<file path="src/rtl/axil_pkg.sv">
// Shared constants, state encoding and the byte-enable merge helper for the
// AXI4-Lite register bank.
package axil_pkg;

  localparam logic [1:0] RESP_OKAY   = 2'b00;
  localparam logic [1:0] RESP_SLVERR = 2'b10;
  localparam int         REG_BYTES   = 4;

  typedef enum logic [2:0] {
    ST_IDLE    = 3'd0,
    ST_WAIT_W  = 3'd1,
    ST_WAIT_AW = 3'd2,
    ST_WCOMMIT = 3'd3,
    ST_BRESP   = 3'd4,
    ST_RLAT    = 3'd5,
    ST_RRESP   = 3'd6
  } axil_state_e;

  // Replace each byte of old_v whose strobe is set with the matching byte of new_v
  function automatic logic [31:0] strb_merge(input logic [31:0]          old_v,
                                             input logic [31:0]          new_v,
                                             input logic [REG_BYTES-1:0] strb);
    logic [31:0] res;
    res = old_v;
    for (int b = 0; b < REG_BYTES; b++) begin
      res[8*b +: 8] = strb[b] ? new_v[8*b +: 8] : old_v[8*b +: 8];
    end
    return res;
  endfunction

endpackage

</file>
<file path="src/rtl/axil_slave_fsm.sv">
// AXI4-Lite slave handshake engine: one transaction at a time, captures
// address/data and tells the register bank when to commit or load read data.
module axil_slave_fsm
  import axil_pkg::*;
#(
  parameter int ADDR_W = 12
) (
  input  logic                 clk,
  input  logic                 rst_n,
  input  logic [ADDR_W-1:0]    awaddr,
  input  logic                 awvalid,
  output logic                 awready,
  input  logic [31:0]          wdata,
  input  logic [REG_BYTES-1:0] wstrb,
  input  logic                 wvalid,
  output logic                 wready,
  output logic                 bvalid,
  input  logic                 bready,
  input  logic [ADDR_W-1:0]    araddr,
  input  logic                 arvalid,
  output logic                 arready,
  output logic                 rvalid,
  input  logic                 rready,
  output logic                 wr_commit,
  output logic [ADDR_W-3:0]    wr_idx,
  output logic [31:0]          wr_data,
  output logic [REG_BYTES-1:0] wr_strb,
  output logic                 rd_load,
  output logic [ADDR_W-3:0]    rd_idx
);

  axil_state_e state_r, state_nx_s;
  logic [ADDR_W-3:0]    waddr_r, raddr_r;
  logic [31:0]          wdata_r;
  logic [REG_BYTES-1:0] wstrb_r;

  // State register
  always_ff @(posedge clk or negedge rst_n) begin
    if (!rst_n) begin
      state_r <= ST_IDLE;
    end else begin
      state_r <= state_nx_s;
    end
  end

  // Next-state and ready decode; a pending write blocks AR acceptance in IDLE
  always_comb begin
    state_nx_s = state_r;
    awready    = 1'b0;
    wready     = 1'b0;
    arready    = 1'b0;
    case (state_r)
      ST_IDLE: begin
        awready = 1'b1;
        wready  = 1'b1;
        arready = ~awvalid & ~wvalid;
        if (awvalid && wvalid) begin
          state_nx_s = ST_WCOMMIT;
        end else if (awvalid) begin
          state_nx_s = ST_WAIT_W;
        end else if (wvalid) begin
          state_nx_s = ST_WAIT_AW;
        end else if (arvalid) begin
          state_nx_s = ST_RLAT;
        end else begin
          state_nx_s = ST_IDLE;
        end
      end
      ST_WAIT_W: begin
        wready = 1'b1;
        if (wvalid) state_nx_s = ST_WCOMMIT;
        else        state_nx_s = ST_WAIT_W;
      end
      ST_WAIT_AW: begin
        awready = 1'b1;
        if (awvalid) state_nx_s = ST_WCOMMIT;
        else         state_nx_s = ST_WAIT_AW;
      end
      ST_WCOMMIT: state_nx_s = ST_BRESP;
      ST_BRESP: begin
        if (bready) state_nx_s = ST_IDLE;
        else        state_nx_s = ST_BRESP;
      end
      ST_RLAT: state_nx_s = ST_RRESP;
      ST_RRESP: begin
        if (rready) state_nx_s = ST_IDLE;
        else        state_nx_s = ST_RRESP;
      end
      default: state_nx_s = ST_IDLE;
    endcase
  end

  // Capture address and data on their accepting edges
  always_ff @(posedge clk or negedge rst_n) begin
    if (!rst_n) begin
      waddr_r <= '0;
      raddr_r <= '0;
      wdata_r <= 32'h0;
      wstrb_r <= '0;
    end else begin
      if (awvalid && awready) waddr_r <= awaddr[ADDR_W-1:2];
      if (wvalid && wready) begin
        wdata_r <= wdata;
        wstrb_r <= wstrb;
      end
      if (arvalid && arready) raddr_r <= araddr[ADDR_W-1:2];
    end
  end

  assign bvalid    = (state_r == ST_BRESP);
  assign rvalid    = (state_r == ST_RRESP);
  assign wr_commit = (state_r == ST_WCOMMIT);
  assign rd_load   = (state_r == ST_RLAT);
  assign wr_idx    = waddr_r;
  assign wr_data   = wdata_r;
  assign wr_strb   = wstrb_r;
  assign rd_idx    = raddr_r;

endmodule

</file>
<file path="src/rtl/axil_reg_bank.sv">
// AXI4-Lite register bank: NUM_REGS 32-bit RW/RO registers with byte strobes,
// SLVERR on bad accesses, per-register commit pulses and self-clearing bits of reg 0.
module axil_reg_bank
  import axil_pkg::*;
#(
  parameter int                  NUM_REGS = 8,
  parameter int                  ADDR_W   = 12,
  parameter logic [NUM_REGS-1:0] RO_MASK  = '0,
  parameter logic [31:0]         SC_MASK  = 32'h0
) (
  input  logic                   S_AXI_ACLK,
  input  logic                   S_AXI_ARESETN,
  input  logic [ADDR_W-1:0]      S_AXI_AWADDR,
  input  logic                   S_AXI_AWVALID,
  output logic                   S_AXI_AWREADY,
  input  logic [31:0]            S_AXI_WDATA,
  input  logic [REG_BYTES-1:0]   S_AXI_WSTRB,
  input  logic                   S_AXI_WVALID,
  output logic                   S_AXI_WREADY,
  output logic [1:0]             S_AXI_BRESP,
  output logic                   S_AXI_BVALID,
  input  logic                   S_AXI_BREADY,
  input  logic [ADDR_W-1:0]      S_AXI_ARADDR,
  input  logic                   S_AXI_ARVALID,
  output logic                   S_AXI_ARREADY,
  output logic [31:0]            S_AXI_RDATA,
  output logic [1:0]             S_AXI_RRESP,
  output logic                   S_AXI_RVALID,
  input  logic                   S_AXI_RREADY,
  output logic [32*NUM_REGS-1:0] reg_out,
  output logic [NUM_REGS-1:0]    reg_wr_pulse,
  input  logic [32*NUM_REGS-1:0] status_in
);

  localparam int AIW = ADDR_W - 2;

  logic                 wr_commit_s, rd_load_s;
  logic [AIW-1:0]       wr_idx_s, rd_idx_s;
  logic [31:0]          wr_data_s;
  logic [REG_BYTES-1:0] wr_strb_s;
  logic [NUM_REGS-1:0]  wr_hit_s, rd_hit_s;
  logic                 wr_ok_s;
  logic [31:0]          rd_val_s;
  logic [1:0]           rd_resp_s;

  logic [31:0]          regs_r [NUM_REGS];
  logic [NUM_REGS-1:0]  pulse_r;
  logic [1:0]           bresp_r, rresp_r;
  logic [31:0]          rdata_r;

  axil_slave_fsm #(.ADDR_W(ADDR_W)) u_fsm (
    .clk       (S_AXI_ACLK),
    .rst_n     (S_AXI_ARESETN),
    .awaddr    (S_AXI_AWADDR),
    .awvalid   (S_AXI_AWVALID),
    .awready   (S_AXI_AWREADY),
    .wdata     (S_AXI_WDATA),
    .wstrb     (S_AXI_WSTRB),
    .wvalid    (S_AXI_WVALID),
    .wready    (S_AXI_WREADY),
    .bvalid    (S_AXI_BVALID),
    .bready    (S_AXI_BREADY),
    .araddr    (S_AXI_ARADDR),
    .arvalid   (S_AXI_ARVALID),
    .arready   (S_AXI_ARREADY),
    .rvalid    (S_AXI_RVALID),
    .rready    (S_AXI_RREADY),
    .wr_commit (wr_commit_s),
    .wr_idx    (wr_idx_s),
    .wr_data   (wr_data_s),
    .wr_strb   (wr_strb_s),
    .rd_load   (rd_load_s),
    .rd_idx    (rd_idx_s)
  );

  // One-hot index decode; an out-of-range index hits nothing
  always_comb begin
    wr_hit_s = '0;
    rd_hit_s = '0;
    for (int i = 0; i < NUM_REGS; i++) begin
      wr_hit_s[i] = (wr_idx_s == AIW'(i));
      rd_hit_s[i] = (rd_idx_s == AIW'(i));
    end
    wr_ok_s = (|wr_hit_s) & ~(|(wr_hit_s & RO_MASK));
  end

  // Read mux: RO registers return status_in, missing registers return 0 with SLVERR
  always_comb begin
    rd_val_s = 32'h0;
    for (int i = 0; i < NUM_REGS; i++) begin
      rd_val_s = rd_val_s |
                 (rd_hit_s[i] ? (RO_MASK[i] ? status_in[32*i +: 32] : regs_r[i]) : 32'h0);
    end
    rd_resp_s = (|rd_hit_s) ? RESP_OKAY : RESP_SLVERR;
  end

  // Register storage, commit pulses and write response
  always_ff @(posedge S_AXI_ACLK or negedge S_AXI_ARESETN) begin
    if (!S_AXI_ARESETN) begin
      for (int i = 0; i < NUM_REGS; i++) regs_r[i] <= 32'h0;
      pulse_r <= '0;
      bresp_r <= RESP_OKAY;
    end else begin
      pulse_r <= '0;
      if (wr_commit_s) begin
        bresp_r <= wr_ok_s ? RESP_OKAY : RESP_SLVERR;
        for (int i = 0; i < NUM_REGS; i++) begin
          if (wr_ok_s && wr_hit_s[i]) begin
            regs_r[i]  <= strb_merge(regs_r[i], wr_data_s, wr_strb_s);
            pulse_r[i] <= 1'b1;
          end
        end
      end
      // Kick bits live for the single pulse cycle after a commit to reg 0
      if (pulse_r[0]) regs_r[0] <= regs_r[0] & ~SC_MASK;
    end
  end

  // Read data/response held from RLAT until the RREADY handshake
  always_ff @(posedge S_AXI_ACLK or negedge S_AXI_ARESETN) begin
    if (!S_AXI_ARESETN) begin
      rdata_r <= 32'h0;
      rresp_r <= RESP_OKAY;
    end else if (rd_load_s) begin
      rdata_r <= rd_val_s;
      rresp_r <= rd_resp_s;
    end
  end

  for (genvar g = 0; g < NUM_REGS; g++) begin : g_out
    assign reg_out[32*g +: 32] = regs_r[g];
  end

  assign reg_wr_pulse = pulse_r;
  assign S_AXI_BRESP  = bresp_r;
  assign S_AXI_RDATA  = rdata_r;
  assign S_AXI_RRESP  = rresp_r;

endmodule

</file>
<file path="config.mk">
export PLATFORM = sky130hd
export DESIGN_NAME = axil_reg_bank
export DESIGN_NICKNAME = d
export VERILOG_FILES = /design/src/rtl/axil_pkg.sv /design/src/rtl/axil_slave_fsm.sv /design/src/rtl/axil_reg_bank.sv
export SDC_FILE = /design/constraint.sdc
export NUM_CORES = 1
export LEC_CHECK = 0
export CAP_MARGIN = 20
export CORE_AREA = 3 3 246 248
export CTS_BUF_LIST = sky130_fd_sc_hd__clkbuf_2
export DETAILED_ROUTE_END_ITERATION = 16
export DIE_AREA = 0 0 249 251
export DONT_BUFFER_PORTS = 1
export MAX_ROUTING_LAYER = met4
export PLACE_DENSITY_LB_ADDON = 0.3
export SLEW_MARGIN = 20
export SYNTH_ARGS = -nofsm -noshare
export SYNTH_HDL_FRONTEND = slang
export SYNTH_SLANG_ARGS = --single-unit
export TNS_END_PERCENT = 30
</file>
<file path="constraint.sdc">
create_clock -name S_AXI_ACLK -period 3.2 [get_ports S_AXI_ACLK]
set_input_delay 0.32 -clock S_AXI_ACLK [delete_from_list [all_inputs] [get_ports S_AXI_ACLK]]
set_output_delay 0.32 -clock S_AXI_ACLK [all_outputs]
set_load 0.01 [all_outputs]
</file>
Word level (Yosys, flattened, before mapping)
Index checks and enable logic that the tools add are counted.
- output and inout port bits: 305
- input bits: 323
- register bits after elaboration: 359
- word-level logic and storage cells: 154
- bitwise operators: 11
- mux-type cells: 31
- equal/unequal tests: 20
- reductions and logical operators: 51
- operators by type and width (kind ; count):
    $mux 32 ; 8
    $or 32x32->32 ; 7
    $reduce_and 3->1 ; 28
    $eq 10x3->1 const B ; 8
    $eq 10x2->1 const B ; 4
    $pmux 3 s7 ; 1
    $eq 10x1->1 const B ; 2
    $logic_not 10->1 ; 2
    $mux 3 ; 6
    $reduce_and 4->1 ; 4
    $reduce_or 8->1 ; 2
    $logic_and 1x1->1 ; 12
    $mux 1 ; 12
    $eq 3x3->1 const B ; 3
    $mux 8 ; 1
    $eq 3x2->1 const B ; 2
    $mux 2 ; 3
    $reduce_or 2->1 ; 2
    $eq 3x1->1 const B ; 1
    $logic_not 3->1 ; 1
    $not 1->1 ; 3
    $and 1x1->1 ; 1

Longest topological paths before layout
Gate-level depths: netlist (run 1).
- word-level depth: 9
- depth in mapped cells: 7
- mapped depth without buffers: 4

Cells and area by module
A second synthesis (run 1) with hierarchy kept.
- cells, all modules: 1080
- area, all modules: 15932.8 sq um
- by module, submodules not included (module ; seq. area each (sq um) ; area each (sq um) ; instances ; cells each):
    axil_reg_bank ; 7457.2 ; 13609.3 ; 1 ; 931
    axil_slave_fsm ; 1476.4 ; 2323.5 ; 1 ; 149

Worst setup path before layout (run 1)
No wires, ideal clock.
- path kind: register -> register
- start point: register u_fsm.state_r[2]
- end point: register regs_r, in the netlist reg_out[100]
- arrival time: 2.181 ns
- slack: 0.894 ns
- library setup time: 0.125 ns
- cell stages (with the launch flop): 6
- path buffers: 1
- period minus slack after synthesis: 2.306 ns
- cell sequence: dfrtp_1 or4_4 nor4b_1 and3_1 buf_4 mux2_2
- longest elaborated chain between the ends: 2
- RTL lines (element ; line ; RTL):
    start: declaration ; axil_slave_fsm.sv:32 ; axil_state_e state_r, state_nx_s;
    start signal: assignment ; axil_slave_fsm.sv:42 ; state_r <= state_nx_s;
    $eq 3x2->1 ; axil_slave_fsm.sv:112 ; assign wr_commit = (state_r == ST_WCOMMIT);
    $reduce_and 3->1 (no line) ; n/a ;
    end signal: indexed assignment ; axil_reg_bank.sv:109 ; regs_r[i] <= strb_merge(regs_r[i], wr_data_s, wr_strb_s);
    end: declaration ; axil_reg_bank.sv:46 ; logic [31:0] regs_r [NUM_REGS];
No other way between the ends.
A chain may end at the register's enable or synchronous reset.

Worst setup path in the final report (run 1)
- start point: register u_fsm.waddr_r[5], in the netlist u_fsm.wr_idx[5]
- end point: register regs_r, in the netlist reg_out[28]
- longest elaborated chain between the ends: 4
- RTL lines (element ; line ; RTL):
    start: declaration ; axil_slave_fsm.sv:33 ; logic [ADDR_W-3:0] waddr_r, raddr_r;
    start signal: assignment ; axil_slave_fsm.sv:101 ; if (awvalid && awready) waddr_r <= awaddr[ADDR_W-1:2];
    $eq 10x1->1 (tied with other cells) ; axil_reg_bank.sv:81 ; wr_hit_s[i] = (wr_idx_s == AIW'(i));
    $reduce_or 8->1 ; axil_reg_bank.sv:84 ; wr_ok_s = (|wr_hit_s) & ~(|(wr_hit_s & RO_MASK));
    $logic_and 1x1->1 * ; axil_reg_bank.sv:108 ; if (wr_ok_s && wr_hit_s[i]) begin
    $reduce_and 4->1 (no line) * ; n/a ;
Every way passes the cells marked *; elsewhere a longest branch is shown, timed or not.

==> Flow_metrics.wiki, run 1 <==
{| class="wikitable"
! Metric !! Value
|-
| Aggregate negative setup slack || 0 ns
|-
| Achievable frequency || 350 MHz
|-
| Clock tree from TritonCTS || done
|-
| Top fanout value on the critical path || 8
|-
| Chip height || 251 um
|-
| Final count of negative-setup-slack endpoints || 0
|-
| Number of rows in the core area || 89
|-
| Clock slew at the register clock pins of the worst setup and hold paths || 0.11 ns
|-
| Share of async-settable or async-resettable flops after synthesis || 100%
|-
| Clock period minus worst slack || 2.86 ns
|-
| Max H-tree Level || 3
|-
| Proportion of netlist area held by the largest area contributor || 56.7%
|-
| Width of the die || 249 um
|-
| Worst hold slack || -1.03 ns
|-
| Top library cells by usage in the layout, fill and taps aside || sky130_fd_sc_hd__dfrtp_1 (354), sky130_fd_sc_hd__mux2_2 (320), sky130_fd_sc_hd__clkbuf_2 (153)
|-
| Top post-synthesis cells by area || sky130_fd_sc_hd__dfrtp_1 (57%), sky130_fd_sc_hd__mux2_2 (23%), sky130_fd_sc_hd__mux2i_1 (4.8%)
|-
| First-pass GRT wire length || 84500 um
|-
| DRC viols || 0
|-
| R2R setup slack || 0.34 ns
|-
| Pin count of the biggest net entering global routing || 358
|-
| Post-detail-place hpwl || 39000 um
|-
| First-pass detailed-route iteration total || 4
|-
| Total power per unit cell area || 703 mW/mm2
|-
| Most common cell after layout, fill and taps aside || sky130_fd_sc_hd__dfrtp_1
|-
| Initial cell density of the core || 26.9%
|-
| Layout fillers || 5945
|-
| Number of global-route vias before repair || 11.9k
|-
| Hold crit path type || primary input to async pin
|-
| Crit Reg-Reg Endpoint || reg_out[28]
|-
| Delay of the slowest critical-path stage || 0.68 ns
|-
| CP endpoint kind || flip-flop
|-
| Placed cell count || 1921
|-
| Post-synthesis instance area || 0.0158 mm2
|-
| Final wirelength || 58900 um
|-
| Synthesized instance count || 1167
|-
| Buffer count from post-CTS setup fixing || 0
|-
| Crit Path Class || flip-flop to flip-flop
|-
| Part of the Yosys area used for sequential elements || 56.7%
|-
| Global route total overflow || 0
|-
| Number of routed nets with antenna violations || 0
|-
| Cell breakdown of the critical path || or4_1, nor4_2, nand2_1, mux2_2
|-
| Slowest-stage cell, CP || sky130_fd_sc_hd__or4_1
|-
| Data arrival, critical path || 3.78 ns
|-
| Worst EP required || 4.12 ns
|-
| Kind of start point of the critical path || flip-flop
|-
| Cell Area, Placed || 0.0170 mm2
|-
| GRT Resource Usage Total || 19.1%
|-
| Mean area per synthesized cell || 13.5 um2
|-
| Clock sink count || 357
|-
| Number of CTS-inserted buffers || 103
|-
| Biggest area consumer among synthesized cells || sky130_fd_sc_hd__dfrtp_1
|-
| EDFF count, synth || 0
|-
| Register cell area after layout || 0.00894 mm2
|-
| Unrepaired setup endpoints after global routing || false
|-
| Number of I/O port buffers || 0
|-
| Final GP Congestion || 0.805
|-
| Buffers from clock root to sink, at most || 3
|-
| Insertion delay to the later sink of the worst-skew pair || 1.09 ns
|-
| Max-cap violations || 0
|-
| Setup skew after layout || 0.0953 ns
|-
| Layout-stage area growth over the synthesis result || 21.9%
|-
| Pins Over Slew Limit || 0
|-
| Violated checks || negative hold slack
|-
| Number of antenna violations at the first check in global routing || 3
|-
| Average wire per standard cell || 26.2 um
|-
| Die Footprint || 0.0625 mm2
|-
| Slew at the pin with the worst max-slew slack || 0.945 ns
|-
| Outcome || finished with violations
|-
| Layout cells sized above 1 || 39.0%
|-
| Number of I/O pins || 628
|-
| Static leakage || 9.09 nW
|-
| Quantity of gates resized following cts || 0
|-
| Number of buffers added to fix hold violations after cts || 127
|-
| Core area || 0.0587 mm2
|-
| Nets || 1703
|-
| Final hold vios || 357
|-
| Detailed Route Iter0 Violations || 581
|-
| Worst slew margin || 36.9%
|-
| Gate family responsible for the most delay along the worst path || simple AND/OR/NAND/NOR gates
|-
| Number of cells on the worst reg-to-reg path || 4
|-
| Synth Register Bits || 357
|-
| Area occupied by multi-input gates || 0.00651 mm2
|-
| Non-filler instance count after layout || 2245
|-
| Crit share post-route || 89.3%
|-
| Number of buffers and inverters on the critical path || 0
|-
| Via count || 11.0k
|-
| Post-layout instance area || 0.0192 mm2
|-
| Number of distinct library cell variants in the gate-level netlist after synthesis || 46
|-
| Via-to-Cell Ratio || 4.92
|-
| Syn. warnings || 0
|-
| Root Driver || sky130_fd_sc_hd__clkbuf_2
|-
| Worst VDD drop || 381 uV
|-
| Launch point of the worst reg-to-reg path || u_fsm.wr_idx[5]
|-
| Flip-flop cell with the highest count after synthesis || sky130_fd_sc_hd__dfrtp_1
|}
[worst max path at each step]
stage | from | endpoint | cells past startpoint
final | u_fsm.wr_idx[5] | reg_out[28] | 4
after global routing | u_fsm.wr_idx[5] | reg_out[17] | 4
after CTS | u_fsm.wr_idx[5] | reg_out[17] | 4
after detailed placement | u_fsm.wr_idx[5] | reg_out[22] | 4
after global placement | u_fsm.wr_idx[5] | reg_out[17] | 4
after floorplan | u_fsm.state_r[2] | reg_out[100] | 5
[through the flow]
| step | utilization (%) | hold WS [ns] | setup slack [ns] | total power [mW] |
|---|---|---|---|---|
| 5_1_grt | 32.8 | -1.20 | 0.155 | 14.3 |
| 4_1_cts | 32.7 | -1.27 | 0.235 | 13.7 |
| 2_1_floorplan | - | 0.0244 | 0.894 | 7.82 |
| 6_report | 32.8 | -1.03 | 0.344 | 13.5 |
| 3_5_place_dp | 28.9 | 0.0399 | 0.219 | 9.36 |
| 3_3_place_gp | 28.9 | 0.0380 | 0.246 | 9.30 |
[sequential cells by signal (all words and copies together), names as in the netlist]
signal / flops
u_fsm.wr_strb: 4
S_AXI_RRESP: 1
u_fsm.wr_idx: 10
reg_out: 256
u_fsm.wr_data: 32
u_fsm.state_r: 3
u_fsm.rd_idx: 10
S_AXI_RDATA: 32
reg_wr_pulse: 8
S_AXI_BRESP: 1
[where the power goes]
part	total, mW	internal (mW)	switching, mW	leakage [nW]
registers	6.40	5.09	1.30	4.83
clock network	3.55	1.46	2.09	0.746
logic	3.56	1.78	1.78	3.51
total	13.5	8.33	5.18	9.09
[cell type report]
class,count,share of cell area (%)
flip-flops and latches,357,46.5
clock buffers,153,3.98
multi-input cells,727,33.8
diodes,5,0.0651
inverters,8,0.156
repair buffers,183,9.25
well taps,773,5.03
clock inverters,39,1.15
[cell usage after synthesis, types with 6 or more instances]
| master | instances |
|---|---|
| sky130_fd_sc_hd__a21oi_1 | 46 |
| sky130_fd_sc_hd__nor2_1 | 61 |
| sky130_fd_sc_hd__and3_1 | 13 |
| sky130_fd_sc_hd__o21ai_0 | 32 |
| sky130_fd_sc_hd__a32oi_1 | 7 |
| sky130_fd_sc_hd__mux2_2 | 320 |
| sky130_fd_sc_hd__inv_1 | 8 |
| sky130_fd_sc_hd__nor3_1 | 24 |
| sky130_fd_sc_hd__buf_4 | 10 |
| sky130_fd_sc_hd__a311oi_1 | 18 |
| sky130_fd_sc_hd__nand2_1 | 22 |
| sky130_fd_sc_hd__mux2_1 | 6 |
| sky130_fd_sc_hd__nand3b_1 | 8 |
| sky130_fd_sc_hd__buf_1 | 6 |
| sky130_fd_sc_hd__buf_2 | 11 |
| sky130_fd_sc_hd__dfrtp_1 | 357 |
| sky130_fd_sc_hd__o221ai_1 | 6 |
| sky130_fd_sc_hd__a22oi_1 | 6 |
| sky130_fd_sc_hd__nor4_4 | 7 |
| sky130_fd_sc_hd__a22o_1 | 18 |
| sky130_fd_sc_hd__mux2i_1 | 76 |
| sky130_fd_sc_hd__clkbuf_1 | 49 |
| sky130_fd_sc_hd__nand4_1 | 8 |
| sky130_fd_sc_hd__a21o_1 | 7 |
[worst register-to-register path, delay by kind of cell, from the launching register on]
kind             cells  cell delay [ns]
multiplexers         1             0.46
flip-flops           1             0.42
AND/OR/NAND/NOR      3             1.89
[layer usage]
metal	vias up	part of all wire, %	GRT usage (%)
met2	417	49	30.9
met1	5757	40	22.0
met5	-	0	-
met4	0	1.7	5.15
li1	4791	-	-
met3	74	9.0	7.67
[cells by family after synthesis]
| logic type | share of synthesized area (%) |
|---|---|
| simple gates | 6.55 |
| mux | 28.4 |
| other cells | 0.0238 |
| compound gates | 6.05 |
| flops | 56.7 |
| buf+inv | 2.33 |
(Power assumes the default switching activity.)
==> run 2, diff against run 1 <==
- ABC_AREA: default -> 0
- CORE_AREA: 3 3 246 248 -> 3 3 240 242
- DIE_AREA: 0 0 249 251 -> 0 0 243 245
- GPL_ROUTABILITY_DRIVEN: default -> 0
- SYNTH_HIERARCHICAL: default -> 1
==> Flow_metrics.wiki, run 2 <==
{| class="wikitable"
! Metric !! Value
|-
| Number of CTS-inserted buffers || 102 (was 103)
|-
| Clock slew at the register clock pins of the worst setup and hold paths || 0.11 ns (about the same)
|-
| Flip-flop count of the largest register, all copies and words added || 256 (unchanged)
|-
| Worst EP required || 4.09 ns (was 4.12 ns)
|-
| Area occupied by multi-input gates || 0.00655 mm2 (was 0.00651 mm2)
|-
| Crit share post-route || 88.7% (was 89.3%)
|-
| Violated checks || negative hold slack (unchanged)
|-
| Pins Over Slew Limit || 0 (unchanged)
|-
| Crit Path Class || flip-flop to flip-flop (unchanged)
|-
| Detailed Route Iter0 Violations || 637 (was 581)
|-
| Non-filler instance count after layout || 2106 (was 2245)
|-
| First-pass GRT wire length || 76600 um (was 84500 um)
|-
| Final count of negative-setup-slack endpoints || 0 (unchanged)
|-
| Number of rows in the core area || 86 (was 89)
|-
| Worst slew margin || 15.2% (was 36.9%)
|-
| Core area || 0.0553 mm2 (was 0.0587 mm2)
|-
| Initial cell density of the core || 28.8% (was 26.9%)
|-
| Number of I/O pins || 628 (unchanged)
|-
| Achievable frequency || 352 MHz (was 350 MHz)
|-
| Via count || 10.2k (was 11.0k)
|-
| Worst hold slack || -1.03 ns (about the same)
|-
| Crit Reg-Reg Endpoint || reg_out[139] (was reg_out[28])
|-
| Post-detail-place hpwl || 34900 um (was 39000 um)
|-
| Global route total overflow || 0 (unchanged)
|-
| Number of global-route vias before repair || 11.0k (was 11.9k)
|-
| Placed cell count || 1809 (was 1921)
|-
| Mean area per synthesized cell || 14.8 um2 (was 13.5 um2)
|-
| Final wirelength || 52700 um (was 58900 um)
|-
| Biggest area consumer among synthesized cells || sky130_fd_sc_hd__dfrtp_1 (unchanged)
|-
| Proportion of netlist area held by the largest area contributor || 56.1% (was 56.7%)
|-
| Unrepaired setup endpoints after global routing || false (unchanged)
|-
| Worst VDD drop || 355 uV (was 381 uV)
|-
| Number of antenna violations at the first check in global routing || 4 (was 3)
|-
| Register cell area after layout || 0.00894 mm2 (about the same)
|-
| Max H-tree Level || 3 (unchanged)
|-
| Buffers from clock root to sink, at most || 3 (unchanged)
|-
| Clock sink count || 357 (unchanged)
|-
| Outcome || finished with violations (unchanged)
|-
| Total power after layout || 13.3 mW (was 13.5 mW)
|-
| Layout-stage area growth over the synthesis result || 19.5% (was 21.9%)
|-
| Pin count of the biggest net entering global routing || 358 (unchanged)
|-
| Layout fillers || 5550 (was 5945)
|-
| Number of I/O port buffers || 0 (unchanged)
|-
| Slew at the pin with the worst max-slew slack || 1.27 ns (was 0.945 ns)
|-
| Root Driver || sky130_fd_sc_hd__clkbuf_2 (unchanged)
|-
| Top cell types by occurrence after synthesis || sky130_fd_sc_hd__dfrtp_1 (357), sky130_fd_sc_hd__mux2_2 (247), sky130_fd_sc_hd__mux2i_1 (64), sky130_fd_sc_hd__nand3_1 (37), sky130_fd_sc_hd__inv_1 (35) (was sky130_fd_sc_hd__dfrtp_1 (357), sky130_fd_sc_hd__mux2_2 (320), sky130_fd_sc_hd__mux2i_1 (76), sky130_fd_sc_hd__nor2_1 (61), sky130_fd_sc_hd__clkbuf_1 (49))
|-
| Die Footprint || 0.0595 mm2 (was 0.0625 mm2)
|-
| Top library cells by usage in the layout, fill and taps aside || sky130_fd_sc_hd__dfrtp_1 (354), sky130_fd_sc_hd__mux2_2 (247), sky130_fd_sc_hd__clkbuf_2 (147) (was sky130_fd_sc_hd__dfrtp_1 (354), sky130_fd_sc_hd__mux2_2 (320), sky130_fd_sc_hd__clkbuf_2 (153))
|-
| First-pass detailed-route iteration total || 4 (unchanged)
|-
| Top fanout value on the critical path || 8 (unchanged)
|-
| Clock period minus worst slack || 2.84 ns (was 2.86 ns)
|-
| Chip height || 245 um (was 251 um)
|-
| Hold crit path type || primary input to async pin (unchanged)
|-
| Syn. warnings || 6 (was 0)
|-
| Number of buffers added to fix hold violations after cts || 123 (was 127)
|-
| Insertion delay to the later sink of the worst-skew pair || 1.08 ns (was 1.09 ns)
|-
| GRT Resource Usage Total || 18.0% (was 19.1%)
|-
| Most common cell after layout, fill and taps aside || sky130_fd_sc_hd__dfrtp_1 (unchanged)
|-
| EDFF count, synth || 0 (unchanged)
|-
| Average wire per standard cell || 25.0 um (was 26.2 um)
|-
| Flip-flop cell with the highest count after synthesis || sky130_fd_sc_hd__dfrtp_1 (unchanged)
|-
| Number of cells on the worst reg-to-reg path || 7 (was 4)
|-
| Most instantiated library cell after synthesis || sky130_fd_sc_hd__dfrtp_1 (unchanged)
|-
| Pre-CTS setup slack || 0.393 ns (was 0.219 ns)
|-
| R2R setup slack || 0.36 ns (was 0.34 ns)
|-
| DRC viols || 0 (unchanged)
|-
| Max-cap violations || 0 (unchanged)
|-
| Kind of start point of the critical path || flip-flop (unchanged)
|-
| Part of the Yosys area used for sequential elements || 56.1% (was 56.7%)
|-
| Number of routed nets with antenna violations || 0 (unchanged)
|-
| Clock tree from TritonCTS || done (unchanged)
|-
| Synthesized instance count || 1080 (was 1167)
|-
| Layout cells sized above 1 || 40.1% (was 39.0%)
|-
| Crit path setup slack, layout || 0.360 ns (was 0.344 ns)
|-
| Static leakage || 9.02 nW (was 9.09 nW)
|-
| Width of the die || 243 um (was 249 um)
|-
| Setup skew after layout || 0.0900 ns (was 0.0953 ns)
|-
| Via-to-Cell Ratio || 4.86 (was 4.92)
|-
| Final hold vios || 357 (unchanged)
|-
| Nets || 1611 (was 1703)
|-
| Synth Register Bits || 357 (unchanged)
|-
| Top post-synthesis cells by area || sky130_fd_sc_hd__dfrtp_1 (56%), sky130_fd_sc_hd__mux2_2 (17%), sky130_fd_sc_hd__mux4_2 (4.5%) (was sky130_fd_sc_hd__dfrtp_1 (57%), sky130_fd_sc_hd__mux2_2 (23%), sky130_fd_sc_hd__mux2i_1 (4.8%))
|-
| Launch point of the worst reg-to-reg path || u_fsm/state_r[0] (was u_fsm.wr_idx[5])
|-
| Total power per unit cell area || 698 mW/mm2 (was 703 mW/mm2)
|-
| Aggregate negative setup slack || 0 ns (unchanged)
|-
| Number of distinct library cell variants in the gate-level netlist after synthesis || 47 (was 46)
|-
| Post-synthesis instance area || 0.0159 mm2 (was 0.0158 mm2)
|-
| Share of async-settable or async-resettable flops after synthesis || 100% (unchanged)
|-
| CP endpoint kind || flip-flop (unchanged)
|-
| Data arrival, critical path || 3.73 ns (was 3.78 ns)
|}
## run 2: cell types whose count changed after synthesis, sizes merged, moves of 30 or more
cell / change
a21oi: -45
clkbuf: -33
mux4: +30
nand2b: +30
nand3: +40
nor2: -31
## run 2: worst max-delay path by stage
stage,startpoint,to,cells after the start
5_1_grt,u_fsm/state_r[0],reg_out[151],7
2_1_floorplan,u_fsm/state_r[1],reg_out[128],8
3_5_place_dp,u_fsm/state_r[0],reg_out[142],7
3_3_place_gp,u_fsm/state_r[0],reg_out[142],7
4_1_cts,u_fsm/state_r[0],reg_out[142],7
6_report,u_fsm/state_r[0],reg_out[139],7
## run 2: what timing repair did
action / CTS / global route
gates resized for setup: 0 / 0
buffers inserted: 0 / 0
endpoints found under the hold margin: 416 / 357
## run 2: stage by stage
| step | area [um2] | utilization, % | hold slack (ns) |
|---|---|---|---|
| after floorplan | 15900 | - | 0.0244 |
| after detailed placement | 16900 | 30.6 | 0.0410 |
| after global routing | 19000 | 34.4 | -1.24 |
| after global placement | 16900 | 30.6 | 0.0411 |
| after CTS | 19000 | 34.4 | -1.25 |
| final | 19000 | 34.4 | -1.03 |
## run 2: logic make-up (layout without fill, tap and decap cells)
group / after synthesis / count (layout) / share of synthesized area, %
multiplexers: 408 / 408 / 31.3
XOR/XNOR: 1 / 1 / 0.0550
AND/OR/NAND/NOR: 150 / 150 / 6.79
buffers and inverters: 93 / 366 / 2.94
other: 1 / 6 / 0.0235
flip-flops: 357 / 357 / 56.1
AO/OA/AOI/OAI: 70 / 70 / 2.76
## run 2: per-layer routing
layer / track usage (%) / vias up / part of all wire [%]
li1: - / 4404 / -
met1: 20.4 / 5374 / 40
met2: 29.0 / 375 / 49
met3: 7.23 / 91 / 9.1
met4: 6.49 / 0 / 2.3
met5: - / - / 0
## run 2: cell type report
type	instances	share of cell area, %
diodes	4	0.0526
clock buffers	147	3.87
clock inverters	23	0.782
inverters	35	0.690
multi-input cells	631	34.4
flip-flops and latches	357	47.0
well taps	748	4.92
repair buffers	161	8.30
## run 2: power by group
group / switching (mW) / leakage [nW] / internal [mW]
sequential: 1.26 / 4.85 / 5.15
clock: 1.98 / 0.684 / 1.38
combinational: 1.63 / 3.49 / 1.90
## run 2: critical path: stages, from the launching register on
cell and delay (ns):
sky130_fd_sc_hd__dfrtp_1 0.50, sky130_fd_sc_hd__nand2_1 0.12, sky130_fd_sc_hd__nor2_1 0.29, sky130_fd_sc_hd__or4b_4 0.53, sky130_fd_sc_hd__nor3b_2 0.42, sky130_fd_sc_hd__and3_1 0.22
sky130_fd_sc_hd__buf_4 0.26, sky130_fd_sc_hd__mux2_4 0.32
